--- src/rtl/bit_stuff_serializer.sv ---
// LSB-first byte serializer with valid/ready input; the line idles high.
// Define BIT_STUFF_EN to insert a 0 after every run of five consecutive data 1s.
module bit_stuff_serializer (
  input  logic       clk,
  input  logic       rst,
  input  logic [7:0] din,
  input  logic       dv,
  output logic       rdy,
  output logic       so,
  output logic       busy
);

`ifdef BIT_STUFF_EN
  typedef enum logic [1:0] {IDLE, SHIFT, STUFF} state_t;
`else
  typedef enum logic [1:0] {IDLE, SHIFT} state_t;
`endif

  state_t     state, state_nx;
  logic [7:0] shreg, shreg_nx;
  logic [2:0] bcnt, bcnt_nx;
`ifdef BIT_STUFF_EN
  logic [2:0] ones, ones_nx;
  logic       last, last_nx;
`endif

  // State registers; an asynchronous reset drops any partial byte at once.
  always_ff @(posedge clk or posedge rst) begin
    if (rst) begin
      state <= IDLE;
      shreg <= 8'h00;
      bcnt  <= 3'd0;
`ifdef BIT_STUFF_EN
      ones  <= 3'd0;
      last  <= 1'b0;
`endif
    end else begin
      state <= state_nx;
      shreg <= shreg_nx;
      bcnt  <= bcnt_nx;
`ifdef BIT_STUFF_EN
      ones  <= ones_nx;
      last  <= last_nx;
`endif
    end
  end

  // Next-state and output logic. A byte end (bit 7, or a stuff bit following
  // bit 7) is the only point where a new byte can be loaded without a gap.
  always_comb begin
    state_nx = state;
    shreg_nx = shreg;
    bcnt_nx  = bcnt;
    so       = 1'b1;
    busy     = 1'b0;
    rdy      = 1'b0;
`ifdef BIT_STUFF_EN
    ones_nx  = ones;
    last_nx  = last;
`endif
    case (state)
      IDLE: begin
        rdy = 1'b1;
        if (dv) begin
          shreg_nx = din;
          bcnt_nx  = 3'd0;
          state_nx = SHIFT;
        end
      end
      SHIFT: begin
        so   = shreg[0];
        busy = 1'b1;
`ifdef BIT_STUFF_EN
        ones_nx = shreg[0] ? ones + 3'd1 : 3'd0;
        if (shreg[0] && (ones == 3'd4)) begin
          state_nx = STUFF;
          last_nx  = (bcnt == 3'd7);
        end else
`endif
        if (bcnt != 3'd7) begin
          shreg_nx = {1'b0, shreg[7:1]};
          bcnt_nx  = bcnt + 3'd1;
        end else begin
          rdy = 1'b1;
          if (dv) begin
            shreg_nx = din;
            bcnt_nx  = 3'd0;
          end else begin
            state_nx = IDLE;
`ifdef BIT_STUFF_EN
            ones_nx  = 3'd0;
`endif
          end
        end
      end
`ifdef BIT_STUFF_EN
      // Stuffed 0 breaks the run, so the ones counter restarts here.
      STUFF: begin
        so      = 1'b0;
        busy    = 1'b1;
        ones_nx = 3'd0;
        if (last) begin
          rdy = 1'b1;
          if (dv) begin
            shreg_nx = din;
            bcnt_nx  = 3'd0;
            state_nx = SHIFT;
          end else begin
            state_nx = IDLE;
          end
        end else begin
          shreg_nx = {1'b0, shreg[7:1]};
          bcnt_nx  = bcnt + 3'd1;
          state_nx = SHIFT;
        end
      end
`endif
      default: state_nx = IDLE;
    endcase
  end

endmodule

--- config.mk ---
export PLATFORM = sky130hd
export DESIGN_NAME = bit_stuff_serializer
export DESIGN_NICKNAME = d
export VERILOG_FILES = /design/src/rtl/bit_stuff_serializer.sv
export SDC_FILE = /design/constraint.sdc
export NUM_CORES = 1
export LEC_CHECK = 0
export ABC_AREA = 0
export CORE_MARGIN = 2
export CORE_UTILIZATION = 47
export CTS_CLUSTER_DIAMETER = 30
export DETAILED_ROUTE_END_ITERATION = 8
export GPL_ROUTABILITY_DRIVEN = 0
export HOLD_SLACK_MARGIN = 0.15
export PLACE_DENSITY_LB_ADDON = 0.05
export SLEW_MARGIN = 20
export SYNTH_ARGS = -nofsm -noshare
export SYNTH_HDL_FRONTEND = slang
export SYNTH_SLANG_ARGS = --single-unit
--- constraint.sdc ---
create_clock -name clk -period 2 [get_ports clk]
set_clock_uncertainty 0.2 [all_clocks]
set_input_delay 0.6 -clock clk [delete_from_list [all_inputs] [get_ports clk]]
set_output_delay 0.6 -clock clk [all_outputs]
set_load 0.02 [all_outputs]
==> metrics.md <==
| Metric | Value |
|---|---|
| Syn Area/Cell | `14.8 um2` |
| Seq pwr share | `0.342` |
| VDD IR max | `0.959 mV` |
| Slew HR | `0.621` |
| Count of cell types in the netlist | `11` |
| Clk sinks | `12` |
| CTS max path bufs | `2` |
| Gate power share | `0.504` |
| Worst EP arrival | `1.28 ns` |
| Post-synth EDFFs | `0` |
| Clock share of power | `0.154` |
| Critical Path Fanout Max | `2` |
| Skew-Pair Late Insertion Delay | `0.26 ns` |
| P_int | `836 uW` |
| Top cells by instance count after synthesis | `dfrtp_1 (12), mux2_4 (10), mux2_2 (7)` |
| Largest net degree at the start of global routing | `13` |
| Critical Path Start Type | `flip-flop` |
| First-pass GRT wire length | `1700 um` |
| Hold buffers post-CTS | `0` |
| Syn_nets | `58` |
| Placement Setup Slack | `-0.299 ns` |
| Yosys top cell area share | `0.462` |
| Status | `complete, but fails checks` |
| Adder-Cell Fraction of Synth Area | `0.0578` |
| Hold Vio Cnt, Final | `0` |
| Total Power | `1210 uW` |
| Sw power | `377 uW` |
| Post-Synth XOR/XNOR Area | `0` |
| Pre-antenna DRT Iters | `2` |
| 1st-iter DRT viols | `1` |
| Area leader, netlist | `dfrtp_1` |
| Die area | `0.00169 mm2` |
| DP Area | `812 um2` |
| Fmax | `0.482 GHz` |
| Max Cap Violations | `0` |
| Nets@finish | `81` |
| Total vias in the final route | `404` |
| Routed WL per cell | `15.8 um` |
| DRC viols | `0` |
| Dominant synthesized flop cell | `dfrtp_1` |
| Setup TNS | `-0.0983 ns` |
| Vias per cell | `4.99` |
| Worst slew pin tran | `0.568 ns` |
| Main combinational cell family by area after synthesis | `multiplexers` |
| CTS Buf Count | `3` |
| Area contributors post-synth | `dfrtp_1 (46%), mux2_4 (23%), mux2_2 (12%)` |
| Post-synthesis simple-gate area fraction | `0.0809` |
| Power density cells | `1340 mW/mm2` |
| Async SR Flop Fraction | `1.00` |
| Final antenna-violating net count | `0` |
| Finished Layout Cells | `81` |
| IO Pins | `14` |
| Register area share after synthesis | `0.462` |
| DP Cell Count | `74` |
| H-tree depth | `1` |
| WP data required | `1.20 ns` |
| Core Box Area | `0.00130 mm2` |
| Finished Cell Area | `902 um2` |
| CTS tree | `yes` |
| Starting Density | `0.499` |
| Fraction of the mapped netlist area in compound gates | `0` |
| Share of cells above drive strength 1 | `0.485` |
| Buffers on Ports | `13` |
| LEAKAGE | `0.000436 uW` |
| Tot GR Track Use | `0.162` |
| Setup ws final | `-0.0765 ns` |
| Count of final max-slew check failures | `0` |
| Final period demand of the worst path | `2.08 ns` |
| Post-Route WL | `1280 um` |
| DIE HEIGHT | `41.2 um` |
| CP Capture Type | `output port` |
| Count leader, synth | `dfrtp_1` |
| Vias in the first global route | `389` |
| Fin crit share | `1.04` |
| Switching share of total power | `0.311` |
| Synth Instances | `44` |
| Synth warn | `0` |
| Min-delay worst type | `reg2reg` |
| Synthesized area | `649 um2` |
| # diodes | `0` |
| Die X | `41.2 um` |
| Setup CP Type | `reg2out` |
| Grt total ovfl | `0` |
| Final setup fails | `6` |
| CTS root buffer | `clkbuf_4` |
| FF+latch count, synth | `12` |
| P&R area growth vs syn | `38.9%` |
| Initial antenna violation count | `0` |
| Row count | `13` |
| RSZ-0062 raised after global routing | `yes` |
| Failing checks | `setup timing` |
| Multiplexer share of the synthesized area | `0.368` |
| Clock-pin slew of the registers on the worst-case setup and hold paths | `0.07 ns` |
-- critical path: stages, from the launching register on --
cell and delay (ns):
dfrtp_1 0.41, ha_4 0.18, ha_4 0.15, nand2b_4 0.14
buf_6 0.13
-- per-layer routing --
layer,share of wire,global-route usage,vias up,wire length [um]
met4,0,0.0484,0,0
met1,0.42,0.194,201,539
met2,0.53,0.277,9,678
li1,-,-,194,-
met5,0,0,-,0
met3,0.045,0.0489,0,58
-- sequential cells by signal, indices dropped and copies added (netlist names) --
signal,cells
bcnt,3
state,1
shreg,8
-- final timing paths --
kind	from	cells after the start	slack [ns]	to
worst max-delay path	bcnt[0]	4	-0.08	rdy
worst min-delay path	shreg[1]	1	0.31	shreg[0]
worst max register to register	bcnt[0]	5	-0.01	shreg[0]
worst min register to register	shreg[1]	1	0.31	shreg[0]
max in group asynchronous	rst	2	0.87	state[0]
min in group asynchronous	rst	2	0.44	shreg[2]
-- power groups by stage --
stage | Clock, uW | Combinational [uW] | Sequential (uW)
finish | 187 | 612 | 414
global route | 204 | 663 | 427
CTS | 189 | 542 | 400
detailed placement | 0 | 535 | 405
global placement | 0 | 494 | 394
floorplan | 0 | 365 | 394
-- cells in the final DEF, fill, tap and decap left out, types with 2 or more instances in the layout --
master	count
dfrtp_1	12
buf_4	7
and2b_1	2
mux2_2	7
mux2_4	10
clkdlybuf4s50_1	10
nand2b_1	4
dlygate4sd2_1	2
clkbuf_4	3
ha_4	2
-- kinds of logic after synthesis --
family,count (synthesis)
simple gates,8
buf+inv,3
flops,12
mux,18
fa+ha+maj,3
-- cell type report --
class	instances	area, um2
Timing Repair Buffer	20	181
Fill cell	98	399
Clock buffer	4	36.3
Multi-Input combinational cell	29	362
Sequential cell	12	300
Inverter	1	3.75
Tap cell	15	18.8
-- per-stage QoR --
step	hold WS (ns)	util
global placement	0.288	0.624
finish	0.313	0.693
CTS	0.314	0.654
global route	0.328	0.693
detailed placement	0.293	0.624
floorplan	0.253	-
-- timing repair --
action                                  4_1_cts  5_1_grt
endpoints found under the setup margin        3        1
endpoints found under the hold margin         0        0
pin swaps                                     0        1
setup buffers                                 1        2
resized for setup                             7        6
Note: power is estimated with default switching activity, not from simulation.
